==> src/rtl/mul_real_arb_pkg.sv <==
// Shared types and helpers for the round-robin multiplier arbiter.
// Tags are sized for the largest supported requester count (8).
package mul_real_arb_pkg;

  localparam int N_REQ_MAX = 8;

  typedef logic [$clog2(N_REQ_MAX)-1:0] tag_t;

  // Right-shift amount that moves a product at exponent (exp_a+exp_b) to exp_o;
  // a negative value means a left shift.
  function automatic int align_shift(input int exp_a, input int exp_b, input int exp_o);
    return exp_o - (exp_a + exp_b);
  endfunction

endpackage

==> src/rtl/mul_real_arbiter_if.sv <==
// Requester-side bus of the shared multiplier: issue handshake, per-requester
// result handshake and busy flags, packed WIDTH bits per requester.
interface mul_real_arbiter_if #(
  parameter int N_REQ = 4,
  parameter int WIDTH = 18
);
  logic [N_REQ-1:0]       req_valid;
  logic [N_REQ-1:0]       req_ready;
  logic [N_REQ*WIDTH-1:0] req_a;
  logic [N_REQ*WIDTH-1:0] req_b;
  logic [N_REQ-1:0]       resp_valid;
  logic [N_REQ-1:0]       resp_ready;
  logic [N_REQ*WIDTH-1:0] resp_data;
  logic [N_REQ-1:0]       busy;

  modport master (
    output req_valid, req_a, req_b, resp_ready,
    input  req_ready, resp_valid, resp_data, busy
  );

  modport slave (
    input  req_valid, req_a, req_b, resp_ready,
    output req_ready, resp_valid, resp_data, busy
  );
endinterface

==> src/rtl/mul_real_pipe.sv <==
// Signed fixed-point multiply with exponent alignment; an input register stage
// followed by PIPE register stages, carrying valid and tag alongside the data.
module mul_real_pipe
  import mul_real_arb_pkg::*;
#(
  parameter int WIDTH = 18,
  parameter int EXP_A = -8,
  parameter int EXP_B = -8,
  parameter int EXP_O = -8,
  parameter int PIPE  = 2
) (
  input  logic                    clk,
  input  logic                    rst,
  input  logic                    i_valid,
  input  tag_t                    i_tag,
  input  logic signed [WIDTH-1:0] i_a,
  input  logic signed [WIDTH-1:0] i_b,
  output logic                    o_valid,
  output tag_t                    o_tag,
  output logic signed [WIDTH-1:0] o_data
);

  localparam int SHIFT = align_shift(EXP_A, EXP_B, EXP_O);

  typedef struct packed {
    logic             valid;
    tag_t             tag;
    logic [WIDTH-1:0] data;
  } stage_t;

  logic                      r_s0_valid;
  tag_t                      r_s0_tag;
  logic signed [WIDTH-1:0]   r_s0_a;
  logic signed [WIDTH-1:0]   r_s0_b;
  logic signed [2*WIDTH-1:0] w_prod;
  logic signed [WIDTH-1:0]   w_aligned;
  stage_t                    w_head;
  stage_t                    w_tail;

  always_ff @(posedge clk) begin
    if (rst) begin
      r_s0_valid <= 1'b0;
      r_s0_tag   <= '0;
      r_s0_a     <= '0;
      r_s0_b     <= '0;
    end else begin
      r_s0_valid <= i_valid;
      r_s0_tag   <= i_tag;
      r_s0_a     <= i_a;
      r_s0_b     <= i_b;
    end
  end

  assign w_prod = (2*WIDTH)'(r_s0_a) * (2*WIDTH)'(r_s0_b);

  // Keep only the low WIDTH bits after alignment: wraps like MUL_REAL, no saturation.
  generate
    if (SHIFT >= 0) begin : g_shr
      assign w_aligned = WIDTH'(w_prod >>> SHIFT);
    end else begin : g_shl
      assign w_aligned = WIDTH'(w_prod <<< (-SHIFT));
    end
  endgenerate

  assign w_head = '{valid: r_s0_valid, tag: r_s0_tag, data: w_aligned};

  generate
    if (PIPE == 0) begin : g_nopipe
      assign w_tail = w_head;
    end else begin : g_pipe
      stage_t r_stage [PIPE];

      always_ff @(posedge clk) begin
        if (rst) begin
          for (int k = 0; k < PIPE; k++) r_stage[k] <= '0;
        end else begin
          r_stage[0] <= w_head;
          for (int k = 1; k < PIPE; k++) r_stage[k] <= r_stage[k-1];
        end
      end

      assign w_tail = r_stage[PIPE-1];
    end
  endgenerate

  assign o_valid = w_tail.valid;
  assign o_tag   = w_tail.tag;
  assign o_data  = w_tail.data;

endmodule

==> src/rtl/mul_real_arbiter.sv <==
// Round-robin front end sharing one pipelined fixed-point multiplier among
// N_REQ requesters, each with one op in flight and a held result register.
module mul_real_arbiter
  import mul_real_arb_pkg::*;
#(
  parameter int N_REQ = 4,
  parameter int WIDTH = 18,
  parameter int EXP_A = -8,
  parameter int EXP_B = -8,
  parameter int EXP_O = -8,
  parameter int PIPE  = 2
) (
  input  logic             clk,
  input  logic             rst,
  mul_real_arbiter_if.slave bus
);

  logic [N_REQ-1:0]        r_busy;
  logic [N_REQ-1:0]        r_resp_valid;
  logic signed [WIDTH-1:0] r_resp_data [N_REQ];
  tag_t                    r_ptr;

  logic [N_REQ-1:0]        w_elig;
  logic [N_REQ-1:0]        w_grant;
  logic                    w_any;
  tag_t                    w_win;
  logic signed [WIDTH-1:0] w_iss_a;
  logic signed [WIDTH-1:0] w_iss_b;
  logic                    w_out_valid;
  tag_t                    w_out_tag;
  logic signed [WIDTH-1:0] w_out_data;

  // busy covers both in-flight and unconsumed results, so tags never collide.
  assign w_elig = bus.req_valid & ~r_busy;

  // Scan offsets from the pointer; the first eligible requester wins.
  always_comb begin
    w_grant = '0;
    w_win   = '0;
    w_any   = 1'b0;
    for (int k = 0; k < N_REQ; k++) begin
      for (int i = 0; i < N_REQ; i++) begin
        if (!w_any && w_elig[i] && ((int'(r_ptr) + k) % N_REQ == i)) begin
          w_any      = 1'b1;
          w_grant[i] = 1'b1;
          w_win      = tag_t'(i);
        end
      end
    end
  end

  always_comb begin
    w_iss_a = '0;
    w_iss_b = '0;
    for (int i = 0; i < N_REQ; i++) begin
      if (w_grant[i]) begin
        w_iss_a = bus.req_a[i*WIDTH +: WIDTH];
        w_iss_b = bus.req_b[i*WIDTH +: WIDTH];
      end
    end
  end

  mul_real_pipe #(
    .WIDTH(WIDTH),
    .EXP_A(EXP_A),
    .EXP_B(EXP_B),
    .EXP_O(EXP_O),
    .PIPE (PIPE)
  ) u_pipe (
    .clk    (clk),
    .rst    (rst),
    .i_valid(w_any),
    .i_tag  (w_win),
    .i_a    (w_iss_a),
    .i_b    (w_iss_b),
    .o_valid(w_out_valid),
    .o_tag  (w_out_tag),
    .o_data (w_out_data)
  );

  always_ff @(posedge clk) begin
    if (rst) begin
      r_ptr        <= '0;
      r_busy       <= '0;
      r_resp_valid <= '0;
      for (int i = 0; i < N_REQ; i++) r_resp_data[i] <= '0;
    end else begin
      if (w_any) begin
        r_ptr <= (int'(w_win) == N_REQ - 1) ? '0 : tag_t'(w_win + 1'b1);
      end
      for (int i = 0; i < N_REQ; i++) begin
        if (w_grant[i]) begin
          r_busy[i] <= 1'b1;
        end else if (r_resp_valid[i] && bus.resp_ready[i]) begin
          r_busy[i] <= 1'b0;
        end
        if (w_out_valid && w_out_tag == tag_t'(i)) begin
          r_resp_valid[i] <= 1'b1;
          r_resp_data[i]  <= w_out_data;
        end else if (bus.resp_ready[i]) begin
          r_resp_valid[i] <= 1'b0;
        end
      end
    end
  end

  assign bus.req_ready  = rst ? '0 : w_grant;
  assign bus.resp_valid = r_resp_valid;
  assign bus.busy       = r_busy;

  generate
    for (genvar gi = 0; gi < N_REQ; gi++) begin : g_resp
      assign bus.resp_data[gi*WIDTH +: WIDTH] = r_resp_data[gi];
    end
  endgenerate

endmodule

==> src/flat_wrapper.sv <==
// flat-port wrapper written by rule: the top's interface ports become plain ports
module mul_real_arbiter_flat import mul_real_arb_pkg::*;
#(
  parameter int N_REQ = 4,
  parameter int WIDTH = 18,
  parameter int EXP_A = -8,
  parameter int EXP_B = -8,
  parameter int EXP_O = -8,
  parameter int PIPE  = 2
)
  (clk, rst, bus_req_valid, bus_req_a, bus_req_b, bus_resp_ready, bus_req_ready, bus_resp_valid, bus_resp_data, bus_busy);
  mul_real_arbiter_if #(.N_REQ(N_REQ), .WIDTH(WIDTH)) bus_i ();
  input  logic clk;
  input  logic rst;
  input wire logic [$bits(bus_i.req_valid)-1:0] bus_req_valid;
  input wire logic [$bits(bus_i.req_a)-1:0] bus_req_a;
  input wire logic [$bits(bus_i.req_b)-1:0] bus_req_b;
  input wire logic [$bits(bus_i.resp_ready)-1:0] bus_resp_ready;
  output wire logic [$bits(bus_i.req_ready)-1:0] bus_req_ready;
  output wire logic [$bits(bus_i.resp_valid)-1:0] bus_resp_valid;
  output wire logic [$bits(bus_i.resp_data)-1:0] bus_resp_data;
  output wire logic [$bits(bus_i.busy)-1:0] bus_busy;
  assign bus_i.req_valid = bus_req_valid;
  assign bus_i.req_a = bus_req_a;
  assign bus_i.req_b = bus_req_b;
  assign bus_i.resp_ready = bus_resp_ready;
  assign bus_req_ready = bus_i.req_ready;
  assign bus_resp_valid = bus_i.resp_valid;
  assign bus_resp_data = bus_i.resp_data;
  assign bus_busy = bus_i.busy;
  mul_real_arbiter #(.N_REQ(N_REQ), .WIDTH(WIDTH), .EXP_A(EXP_A), .EXP_B(EXP_B), .EXP_O(EXP_O), .PIPE(PIPE)) u_core (.clk(clk), .rst(rst), .bus(bus_i));
endmodule
==> config.mk <==
export PLATFORM = sky130hd
export DESIGN_NAME = mul_real_arbiter_flat
export DESIGN_NICKNAME = d
export VERILOG_FILES = /design/src/rtl/mul_real_arb_pkg.sv /design/src/rtl/mul_real_arbiter_if.sv /design/src/rtl/mul_real_pipe.sv /design/src/rtl/mul_real_arbiter.sv /design/src/flat_wrapper.sv
export SDC_FILE = /design/constraint.sdc
export NUM_CORES = 1
export LEC_CHECK = 0
export BUFFER_PORTS_ARGS = -buffer_cell sky130_fd_sc_hd__clkbuf_2
export CAP_MARGIN = 20
export CORE_ASPECT_RATIO = 0.5
export CORE_MARGIN = 3
export CORE_UTILIZATION = 36
export CTS_BUF_LIST = sky130_fd_sc_hd__clkbuf_8
export CTS_CLUSTER_SIZE = 14
export DETAILED_ROUTE_END_ITERATION = 12
export PLACE_DENSITY = 0.62
export SYNTH_ARGS = -nofsm -noshare
export SYNTH_HDL_FRONTEND = slang
export SYNTH_HIERARCHICAL = 1
export SYNTH_SLANG_ARGS = --single-unit
==> constraint.sdc <==
create_clock -name clk -period 17.55 [get_ports clk]
set_input_delay 1.755 -clock clk [delete_from_list [all_inputs] [get_ports clk]]
set_output_delay 1.755 -clock clk [all_outputs]
set_load 0.02 [all_outputs]
==> results, run 1 <==
- The detailed placer's ending HPWL is 31100 um.
- The chip width is 302 um.
- The slack of the worst reg-to-reg path is 11.45 ns.
- Max-cap violations in this run came to 0.
- The remaining max-slew budget at the tightest pin is 47.9%.
- Tracing the worst setup path back leads to its startpoint at u_core/u_pipe/r_s0_b[3].
- For the pin with the worst max-slew slack, the measured transition is 0.780 ns.
- The routed layout has 11000 vias.
- The run finished with clean final reports.
- After global routing the overflow that remains totals 0.
- The buffers inserted during post-CTS setup optimization is 0.
- The cell count of the worst reg-to-reg path is 20.
- The tree is rooted in a sky130_fd_sc_hd__clkbuf_8.
- Yosys mapped a number of flops with a built-in enable equal to just over 70.
- In the global route stage, overall resource usage came out at 17.6%.
- The sequential element share of the synthesized area is 25.6%.
- The initial antenna violation count is 0.
- The number of DRC markers in iteration 0 is 632.
- The worst reg2reg path endpoint is u_core/u_pipe/g_pipe.r_stage[0][17].
- The via count of the first global-routing pass is 11700.
- The placed standard-cell area is around 17000 um2.
- The final-report hold violation count is 0.
- In the synthesized netlist, the number of instances is around 1600.
- For this run, the post-layout net count is 2254.
- The wire length reported by the detailed router is 39400 um.
- The path category of the worst min-delay check is register to register.
- Counting tap cells, the placed design contains a total of 2352 instances.
- On the final layout, the worst clock skew is roughly 0.023 ns.
- Data on the critical path arrives at its endpoint at 6.48 ns.
- The repair_antennas step left the layout with diodes totalling 0.
- Setup violations remaining at the end of the flow were counted as 0.
- Along the worst path, the maximum fanout reaches 18.
- Of all flip-flops after synthesis, the portion carrying an async set or reset was 0%.
- The final count of pins violating max slew came to 0.
- The count of port buffers added during placement is 237.
- On the final layout, the worst hold slack is 0.425 ns.
- The cell area that synthesis handed to floorplanning was 15800 um2.
- The final design area excluding fillers is 17800 um2.
- The most used flip-flop cell after synthesis is sky130_fd_sc_hd__dfxtp_1.
- The effective utilization at floorplan is a little under two fifths.
- The worst-case IR drop observed on VDD is ~110 uV.
- At the placement stage, the worst setup path has a slack of 11.46 ns.
- The number of nets in the synthesized netlist is 2077.
- The worst reg2reg path startpoint is u_core/u_pipe/r_s0_b[3].
- Measured on the finished design, the core utilization comes to between 40% and 50%.
- In this run the count of I/O pins placed on the die edge is 238.
- The area enclosed by the die boundary is 46600 um2.
- The critical path endpoint category is a register.
- The category of the critical setup timing path is register to register.
- For this design, the sink count on the clock tree is ~170.
- The y dimension of the die is 154 um.
- In the routed layout, each cell is associated on average with a via count of 4.60.
- The first global-routing pass estimated 64600 um of wire.
- The number of hold-repair buffers added at the cts stage is 0.
- Static timing analysis puts the maximum clock frequency at 164 MHz.
- Setup repair after global routing left no endpoint under its margin.
- The launch instance of the worst min-delay path is u_core/u_pipe/g_pipe.r_stage[0][2].
- The power per cell area is around 120 nW/um2.
- The total of fill cells in the finished design is 4161.
- The number of routed nets with antenna violations is 0.
- By area the synthesized netlist is led by sky130_fd_sc_hd__fa_1 (29%), sky130_fd_sc_hd__edfxtp_1 (14%), sky130_fd_sc_hd__dfxtp_1 (12%), sky130_fd_sc_hd__and2_1 (9.2%), sky130_fd_sc_hd__inv_1 (6.9%).
- The number of synthesized register bits is 166.
- Yosys printed 6 warnings.
- Relative to the synthesized area, the layout overhead comes to 12.9%.
- The H-tree depth is 4.
- The number of non-filler instances in the completed layout is ~2400.
- In the routed design, unresolved DRC markers number 0.
- The total of cells resized after clock tree synthesis is 0.
- The synthesized area divided by synthesized cell count is 9.76 um2.
- The area fraction of the dominant cell type after synthesis is between 20% and 30%.
- Counting instances, the worst hold path has a depth of 1.
- The global placer's final weighted congestion is 0.884.
- The netlist uses 56 different library cells.
- The clock input transition at the sequential cells of the worst setup and hold paths is ~0.11 ns.
- The setup TNS is 0 ns.
- The static leakage is ~8.5 nW.
- The pin count of the biggest net entering global routing is 61.
- The longest clock path from root to sink contains 2 buffers.
- Across all setup checks in the final design, the least slack found is 11.45 ns.
- Dividing the detail-routed wire length by the instance count gives 16.5 um.
- The share of the cycle needed by the critical path after routing is around a third.
- The floorplan has 53 rows.
- The number of detailed-route iterations in the first pass is 5.
- The smallest clock period supported by the final layout is computed as 6.10 ns.
- The clock insertion delay at the later pin of the skew report is 0.50 ns.
- The placeable core region is 42600 um2.
- The TritonCTS clock tree is yes.
- The design draws 2.12 mW.
- The end point of the most critical hold path is u_core/u_pipe/g_pipe.r_stage[0][24].
- Data on the critical path is required at its endpoint by 17.93 ns.
- The most area-hungry cell type in the Yosys netlist is sky130_fd_sc_hd__fa_1.
- The fraction of final layout cells sized beyond drive strength 1 is a little under a fifth.
- Counting the buffers created by CTS gives 17.
- The critical path launch point type is a register.
==> report_power, final <==
group,total [mW],internal [mW],switching (mW),leakage (nW)
combinational,1.28,0.551,0.733,6.81
sequential,0.562,0.458,0.104,1.52
clock,0.271,0.115,0.156,0.188
==> routing by layer <==
metal  vias up  part of all wire, %  track usage, %
li1       5307                    -               -
met1      5409                   46            24.1
met5         -                    0               0
met3        26                  3.7            1.90
met2       233                   49            30.5
met4         0                 0.96            3.52
==> sequential cells by signal, indices dropped and copies added, names as in the netlist <==
register,count
u_core/u_pipe/r_s0_a,18
u_core/u_pipe/r_s0_valid,1
u_core/u_pipe/r_s0_tag,3
u_core/u_pipe/g_pipe.r_stage,44
u_core/r_resp_data,72
u_core/r_ptr,2
u_core/u_pipe/r_s0_b,18
u_core/bus.busy,4
u_core/bus.resp_valid,4
==> cell type report <==
class / instances / area, um2 / share of cell area (%)
multi-input cells: 1070 / 10300 / 57.7
clock buffers: 17 / 234 / 1.31
flip-flops and latches: 166 / 4040 / 22.7
well taps: 577 / 722 / 4.05
repair buffers: 251 / 1300 / 7.30
clock inverters: 15 / 153 / 0.856
inverters: 289 / 1080 / 6.09
==> placed cells by master, fill, tap and decap left out, drive strengths merged, types with 3 or more instances in the layout <==
cell      instances
nand2           160
inv             295
clkinvlp          4
nor2b            73
dfxtp            94
a221oi           38
and2            232
a21o             21
fa              228
xnor2            27
clkbuf          253
clkinv            4
a211oi            5
buf              15
o31a              3
nor2             72
o21a              4
o21bai            5
nand2b           11
nor3              9
o31ai             3
nand3             3
nand4             4
xor2              6
o21ai            46
edfxtp           72
ha               77
a21oi            17
==> synthesized netlist by cell type (all sizes together) (2+ instances only) <==
cell and instances:
nor2b 73, o32ai 2, o31a 3, a21o 21, o21ai 46, nand2b 11
o21a 4, a221oi 38, edfxtp 72, nor3 9, nand2 160, inv 289
dfxtp 94, ha 77, nand4 4, a211oi 5, a21oi 17, buf 39
nor2 72, xnor2 27, nor4 2, xor2 6, a31oi 2, and3 2
and2 232, xnor3 2, nand3 3, o31ai 3, clkbuf 54, o21bai 5
fa 228
==> cells by family (layout without fill, tap and decap cells) <==
| family | Yosys count | after routing | synth area share [%] |
|---|---|---|---|
| and+or+nand+nor | 576 | 576 | 19.2 |
| buffers and inverters | 382 | 572 | 9.93 |
| adders and majority gates | 305 | 305 | 35.0 |
| DFF | 166 | 166 | 25.6 |
| AOI/OAI and AO/OA | 151 | 151 | 7.78 |
| xor gates and xnor gates | 36 | 36 | 2.36 |
| other | 1 | 1 | 0.0238 |
| muxes | 1 | 1 | 0.0951 |
==> how the worst max path moves through the flow <==
stage	slack, ns	depth (start not counted)	endpoint
after floorplan	11.99	21	u_core/u_pipe/g_pipe.r_stage[0][14]
after global placement	11.55	20	u_core/u_pipe/g_pipe.r_stage[0][14]
after detailed placement	11.46	20	u_core/u_pipe/g_pipe.r_stage[0][14]
after CTS	11.47	20	u_core/u_pipe/g_pipe.r_stage[0][17]
after global routing	11.05	20	u_core/u_pipe/g_pipe.r_stage[0][17]
final	11.45	20	u_core/u_pipe/g_pipe.r_stage[0][17]
==> critical path, stage by stage, from the launching register on <==
cell,delay [ns]
sky130_fd_sc_hd__dfxtp_1,0.82
sky130_fd_sc_hd__nand2_1,0.22
sky130_fd_sc_hd__inv_1,0.18
sky130_fd_sc_hd__fa_1,0.46
sky130_fd_sc_hd__inv_1,0.18
sky130_fd_sc_hd__fa_1,0.46
sky130_fd_sc_hd__fa_1,0.51
sky130_fd_sc_hd__inv_1,0.05
sky130_fd_sc_hd__fa_1,0.49
sky130_fd_sc_hd__fa_1,0.50
sky130_fd_sc_hd__inv_1,0.05
sky130_fd_sc_hd__fa_1,0.51
sky130_fd_sc_hd__inv_1,0.06
sky130_fd_sc_hd__ha_1,0.35
sky130_fd_sc_hd__and3_1,0.19
sky130_fd_sc_hd__a221oi_1,0.24
sky130_fd_sc_hd__o21ai_0,0.15
sky130_fd_sc_hd__a21o_1,0.20
sky130_fd_sc_hd__a31oi_1,0.17
sky130_fd_sc_hd__xnor2_1,0.14
sky130_fd_sc_hd__nor2_1,0.05
Note: power is estimated with default switching activity, not from simulation.
==> run 2, diff against run 1 <==
PLACE_DENSITY = 0.64   (was 0.62)
clock period = 5.5 ns   (was 17.55 ns; I/O delays follow)
==> run 2 against run 1 <==
Against the previous run:
- design area rose by 7.3%
- sequential power rose to 3.0 times the previous value
- clock power rose to 3.4 times the previous value
- global-route usage rose by 0.088 points
- critical path depth did not move
- worst setup slack got worse by 11 ns
==> results, run 2 (synthesis gave the netlist of run 1 again) <==
- The flow ran to the end, and the final reports show no timing, DRC or antenna violations.
- After clock tree synthesis, the clock-pin slew on the worst setup and hold paths is 0.11 ns.
- The global placer's final weighted congestion is approximately 0.88.
- The cell at the root of the clock tree is sky130_fd_sc_hd__clkbuf_8.
- The maximum root-to-sink buffer count is 2.
- The count of unresolved DRC violations after routing is 0.
- The via count of the first global-routing pass is 12200.
- Cells with a size suffix above 1 make up a little over a quarter of the layout.
- The die covers 46600 um2.
- The largest fanout on the critical path is 7.
- The critical path goes through buf_4, and2_1, fa_1, inv_1, fa_1, fa_1, inv_1, fa_1, fa_1, inv_1, fa_1, inv_1, ha_1, a21o_1, a221oi_2, o21ai_1, a21o_1, a31oi_2, xnor2_1, nor2_1.
- The initial antenna violation count was 0.
- The TritonCTS clock tree is yes.
- The count of standard-cell rows is 53.
- For the worst-skew pair, the clock arrives at the later sink with an insertion delay of approximately 0.48 ns.
- The number of routed nets with antenna violations is 0.
- The register with the most flip-flops in the layout has 72 of them.
- IR analysis of the VDD net gives a maximum drop of about 420 uV.
- The transition time at the pin with the least slew margin is 1.15 ns.
- Clock tree synthesis found a total of 166 sinks.
- From left edge to right edge, the die measures 302 um.
- For the worst setup path, the data arrival time is about 5.8 ns.
- The first global-routing pass estimated 65100 um of wire.
- The routed layout has 11600 vias.
- The H-tree was split into 4 levels.
- The final net count is around 2400.
- Measured against its own limit, the worst slew margin works out to 23.4%.
- The dominant delay contributor by cell family on the critical path is adder cells.
- The all-layer global routing usage is between 10% and 20%.
- Setup repair after global routing could not meet its margin everywhere.
- The initial utilization of the core area, before any placement, comes to 37.0%.
- The final count of pins violating max slew is 0.
- The number of vias per cell is 4.64.
- The most prevalent standard cell on the critical path is sky130_fd_sc_hd__fa_1.
- The number of antenna diodes is 0.
- The combined buffer and inverter count along the critical path is 5.
- The pin count of the biggest net entering global routing is 54.
- The maximum operating frequency is about 190 MHz.
- The total of fill cells in the finished design is approximately 4000.
- For the final database, setup skew stands at 0.0203 ns.
- In this run the tool buffered the top-level ports with 237 buffer cells.
- The slowest stage of the critical path is the sky130_fd_sc_hd__fa_1 cell.
- Power spread over the standard cell area amounts to 407 nW/um2.
- After layout, the minimum clock period comes to 5.39 ns.
- The detailed router finished its first iteration with 583 violations.
- At the end of the flow the core is filled with cells to 44.8%.
- The final-report hold violation count is 0.
- The wire length reported by the detailed router is around 40000 um.
- In the final layout, the registers with the most flip-flops are u_core/r_resp_data x72, u_core/u_pipe/g_pipe.r_stage x44.
- The y dimension of the die is 154 um.
- In the layout the commonest cells are sky130_fd_sc_hd__inv_1 (282), sky130_fd_sc_hd__clkbuf_2 (236), sky130_fd_sc_hd__and2_1 (225), sky130_fd_sc_hd__fa_1 (217), sky130_fd_sc_hd__nand2_1 (159).
- Max-cap violations in this run came to 0.
- For this run, the slowest stage of the critical path takes 0.54 ns.
- During I/O placement, the number of pins put on the boundary was about 240.
- The required time at the endpoint of the critical path is between 5 and 6 ns.
- The number of buffers created by CTS is 17.
- The static leakage is around 9 nW.
- STA classifies the critical path startpoint as a register.
- The category of the critical setup timing path is register to register.
- In the final timing run, aggregate negative setup slack is 0 ns.
- The placeable core region is 42600 um2.
- The routed length per placed instance is roughly 16 um.
- The leading cell type in the layout, fill and taps excluded is sky130_fd_sc_hd__inv_1.
- In this run the worst hold path is classified as input pin to register.
- The detailed placer's ending HPWL is 32600 um.
- Setup violations remaining at the end of the flow were counted as 0.
- The share of the cycle needed by the critical path after routing is just under 100%.
- The critical path endpoint category is a register.
- Before antenna repair, the detailed router went through 5 iterations.
- The top register by number of flip-flops is u_core/r_resp_data.
- The total congestion overflow is 0.
- The area growth from synthesis to layout is 21.1%.
==> run 2: cell count changes in the layout (fill, tap and decap cells not counted), sizes merged <==
cell / change
clkinv: -3
bufinv: +1
inv: +6
buf: +105
clkinvlp: -4
clkbuf: +2
==> run 2: area by class of cell <==
| type | instances | area [um2] | share of cell area (%) |
|---|---|---|---|
| clock buffer | 17 | 234 | 1.22 |
| sequential | 166 | 4120 | 21.5 |
| timing repair buffer | 358 | 2300 | 12.0 |
| clock inverter | 15 | 166 | 0.870 |
| inverter | 289 | 1080 | 5.67 |
| multi-input combinational | 1070 | 10500 | 54.9 |
| tap | 577 | 722 | 3.78 |
==> run 2: timing repair <==
| action | in CTS | in global routing |
|---|---|---|
| hold buffers | 0 | 0 |
| pin swaps | 5 | 36 |
| hold endpoints to repair | 0 | 0 |
| buffers inserted | 1 | 12 |
| gates resized for setup | 21 | 85 |
| endpoints found under the setup margin | 4 | 11 |
| gates cloned | 0 | 1 |
==> run 2: final timing paths <==
path,start,endpoint,slack [ns],cells past startpoint
max,u_core/u_pipe/r_s0_b[6],u_core/u_pipe/g_pipe.r_stage[0][17],0.11,20
min,bus_resp_ready[3],u_core/bus.resp_valid[3],0.38,3
max reg2reg,u_core/u_pipe/r_s0_b[6],u_core/u_pipe/g_pipe.r_stage[0][17],0.11,20
min reg2reg,u_core/u_pipe/r_s0_tag[0],u_core/u_pipe/g_pipe.r_stage[0][18],0.44,1
==> run 2: per-stage QoR <==
step / total power, mW / setup slack, ns / hold WS (ns) / instances / area [um2]
after global routing: 8.56 / -0.0718 / 0.358 / 2492 / 19100
final: 7.78 / 0.113 / 0.377 / 2492 / 19100
after global placement: 6.42 / -0.106 / 0.419 / 2443 / 18200
after floorplan: 4.78 / 0.00506 / 0.414 / 1618 / 15800
after detailed placement: 6.48 / -0.149 / 0.423 / 2444 / 18300
after CTS: 7.46 / 0.00506 / 0.320 / 2477 / 18700
==> run 2: report_power, final <==
group          switching, mW  internal [mW]
registers              0.187           1.48
clock network          0.504          0.417
logic                   2.76           2.43
==> run 2: worst min-delay path: cells and delay by family <==
kind,cells,cell delay [ns]
simple gates,1,0.08
buf+inv,1,0.09
compound gates,1,0.11
==> run 2: per-layer routing <==
| metal | wire length (um) | vias to the layer above | part of all wire, % | GRT usage [%] |
|---|---|---|---|---|
| met4 | 770 | 0 | 1.9 | 4.49 |
| li1 | - | 5508 | - | - |
| met3 | 1400 | 43 | 3.5 | 2.10 |
| met1 | 18400 | 5796 | 46 | 23.8 |
| met5 | 0 | - | 0 | 0 |
| met2 | 19600 | 227 | 49 | 30.5 |
==> run 3, diff against run 2 <==
PLACE_DENSITY = unset   (was 0.64)
==> run 3 against run 2 <==
Against the previous run:
- via count down 1.5%
- sequential power barely moved
- clock power rose by 8.1%
- sequential share of layout area fell by 0.084 points
- core utilization is 0.28 points higher
- first-iteration DRC count shrank 3.6%
- clock skew about the same
- worst hold slack lost 0.0043 ns
- combinational power is 2% higher
==> results, run 3 (synthesis gave the netlist of run 1 again) <==
- The signal on the critical path passes through buf_6, and2_4, fa_1, inv_2, fa_1, inv_2, fa_1, fa_1, fa_1, inv_2, fa_1, inv_2, ha_4, a21o_1, a221oi_2, o21ai_1, a21o_1, a31oi_1, xnor2_1, nor2_1.
- The area growth from synthesis to final layout is 21.9%.
- For the worst setup path, the data arrival time is 5.81 ns.
- The final worst hold slack is 0.373 ns.
- The post-route netlist has 27.4% of its cells at a drive strength greater than 1.
- Setup violations remaining at the end of the flow were counted as 0.
- Setup repair after global routing could not meet its margin everywhere.
- The combined buffer and inverter count along the critical path is 5.
- The clock net in this run drives a total of 166 sinks.
- The global placer's final weighted congestion is approximately 0.85.
- After the last flow step, the layout net total stands at 2369.
- The total number of vias is between 10000 and 15000.
- In the final routed layout, each cell accounts on average for 16.2 um.
- Dividing the detail-routed via count by the number of cells gives 4.56.
- In this run the worst hold path is classified as input pin to register.
- The number of DRC markers in iteration 0 is 562.
- The peak ir drop on the vdd network is 352 uV.
- In this run, CTS created clock tree buffers numbering 17.
- The cell with the biggest individual delay on the critical path is sky130_fd_sc_hd__fa_1.
- The clock period minus worst slack is 5.44 ns.
- The top-level port count is around 240.
- Global routing used between 10% and 20% of the available tracks.
- Summed over all layers, the global routing overflow is 0.
- The clock input transition at the sequential cells of the worst setup and hold paths is 0.11 ns.
- Counting the fill cells in the layout gives 4066.
- The initial antenna violation count was 0.
- TritonCTS built the clock tree.
- Timing would allow up to 184 MHz.
- The final design area excluding fillers is a little under 20000 um2.
- The final count of pins violating max slew came to 0.
- The leading cell type in the layout, fill and taps excluded is sky130_fd_sc_hd__inv_1.
- The dominant delay contributor by cell family on the critical path is adder cells.
- For the worst setup path, the data required time is 5.88 ns.
- The maximum clock skew at final layout is a little over 0.02 ns.
- The overall power after layout is 7.92 mW.
- In this run the static leakage power is 9.22 nW.
- The final-report hold violation count came to 0.
- After floorplanning, the core was sized to cover 42600 um2.
- The maximum cell stage delay along the critical path is between 0.5 and 0.6 ns.
- The area taken by flip-flops and latches is 4130 um2.
- Entering global routing, the biggest net connects 61 pins.
- The number of routed nets with antenna violations is 0.
- The first global-routing pass estimated between 60000 and 70000 um of wire.
- For the pin with the worst max-slew slack, the measured transition is 1.10 ns.
- The remaining max-slew budget at the tightest pin is 26.4%.
- The number of detailed-route iterations in the first pass is 5.
- Detailed placement finished with a half-perimeter wire length of 32800 um.
- The tree is rooted in a sky130_fd_sc_hd__clkbuf_8.
- The clock tree synthesis step divided the H-tree into 4 levels.
- The worst setup path is captured at a register.
- Leaving out fill and tap cells, the most frequent cells in the layout are sky130_fd_sc_hd__inv_1 (279), sky130_fd_sc_hd__clkbuf_2 (236), sky130_fd_sc_hd__and2_1 (226), sky130_fd_sc_hd__fa_1 (217), sky130_fd_sc_hd__nand2_1 (160).
- The critical path is of the register to register type.
- In the final layout, the registers with the most flip-flops are u_core/r_resp_data x72, u_core/u_pipe/g_pipe.r_stage x44.
- The final standard cell utilization of the core is a little under half.
- The register with the most flip-flops in the layout has 72 of them.
- The cell that appears most often on the critical path is sky130_fd_sc_hd__fa_1.
- The y dimension of the die is between 150 and 200 um.
- The clock insertion delay at the later pin of the skew report is about 0.49 ns.
- The top register by number of flip-flops is u_core/r_resp_data.
- For this run, the number of standard cells in the final layout without fillers is 2500.
- The wire length reported by the detailed router is 40400 um.
- The floorplan step defined a die boundary enclosing roughly 47000 um2.
- The share of the cycle needed by the critical path after routing is about 99%.
- The chip width is 302 um.
- Of all nets on the critical path, the largest fanout is 5.
- The number of placed instances, taps included, is 2440.
- The worst setup path is launched from a register.
- The flow ran to the end, and the final reports show no timing, DRC or antenna violations.
- The count of port buffers added during placement is 237.
- The count of unresolved DRC violations after routing is 0.
- Across the run, the number of max-cap violations was 0.
- The via count of the first global-routing pass came to ~12000.
- The power per cell area is 411 nW/um2.
- The maximum root-to-sink buffer count is 2.
- Summing all multi-input logic gate instances after layout gives 10500 um2.
- The floorplan has 53 rows.
- The placed standard-cell area is 18200 um2.
- The effective utilization at floorplan is between 30% and 40%.
- 0 antenna diodes ended up in the layout.
==> run 3: final timing paths <==
path	from	end	slack, ns	cells after the start
max reg2reg	u_core/u_pipe/r_s0_a[7]	u_core/u_pipe/g_pipe.r_stage[0][17]	0.06	20
max	u_core/u_pipe/r_s0_a[7]	u_core/u_pipe/g_pipe.r_stage[0][17]	0.06	20
min reg2reg	u_core/u_pipe/r_s0_tag[0]	u_core/u_pipe/g_pipe.r_stage[0][18]	0.43	1
min	bus_resp_ready[0]	u_core/bus.resp_valid[0]	0.37	3
==> run 3: per-layer routing <==
layer / part of all wire (%) / routed length [um] / global-route usage (%) / vias up
met2: 50 / 20200 / 31.0 / 170
met3: 2.5 / 1010 / 1.72 / 40
met5: 0 / 0 / 0 / -
li1: - / - / - / 5532
met1: 46 / 18400 / 23.9 / 5654
met4: 1.8 / 733 / 4.01 / 0
==> run 3: metrics by stage <==
| stage | setup slack, ns | TNS [ns] |
|---|---|---|
| after detailed placement | -0.175 | -0.326 |
| final | 0.0611 | 0 |
| after CTS | 0.0208 | 0 |
| after global placement | -0.167 | -0.241 |
| after floorplan | 0.00506 | 0 |
| after global routing | -0.0970 | -0.231 |
==> run 3: final cells by class <==
cell class / instances / area share (%)
flip-flops and latches: 166 / 21.5
well taps: 577 / 3.75
multi-input cells: 1070 / 54.6
clock buffers: 18 / 1.29
inverters: 289 / 5.64
repair buffers: 366 / 12.3
clock inverters: 14 / 0.949
==> run 3: repair_timing <==
| action | 4_1_cts | 5_1_grt |
|---|---|---|
| gates resized for setup | 32 | 76 |
| buffers inserted | 6 | 20 |
| pin swaps | 6 | 44 |
| endpoints found under the hold margin | 0 | 0 |
| hold buffers | 0 | 0 |
| setup endpoints to repair | 5 | 13 |
==> run 3: power breakdown <==
group          total [mW]  internal [mW]  switching [mW]
Sequential           1.65           1.48           0.170
Combinational        5.27           2.48            2.78
Clock               0.997          0.475           0.522
==> run 3: worst register-to-register path: stages, from the launching register on <==
cell and delay, ns:
sky130_fd_sc_hd__dfxtp_4 0.37, sky130_fd_sc_hd__buf_6 0.12, sky130_fd_sc_hd__and2_4 0.15, sky130_fd_sc_hd__fa_1 0.53, sky130_fd_sc_hd__inv_2 0.05, sky130_fd_sc_hd__fa_1 0.54
sky130_fd_sc_hd__inv_2 0.04, sky130_fd_sc_hd__fa_1 0.52, sky130_fd_sc_hd__fa_1 0.54, sky130_fd_sc_hd__fa_1 0.56, sky130_fd_sc_hd__inv_2 0.04, sky130_fd_sc_hd__fa_1 0.52
sky130_fd_sc_hd__inv_2 0.05, sky130_fd_sc_hd__ha_4 0.22, sky130_fd_sc_hd__a21o_1 0.18, sky130_fd_sc_hd__a221oi_2 0.25, sky130_fd_sc_hd__o21ai_1 0.12, sky130_fd_sc_hd__a21o_1 0.17
sky130_fd_sc_hd__a31oi_1 0.17, sky130_fd_sc_hd__xnor2_1 0.14, sky130_fd_sc_hd__nor2_1 0.05
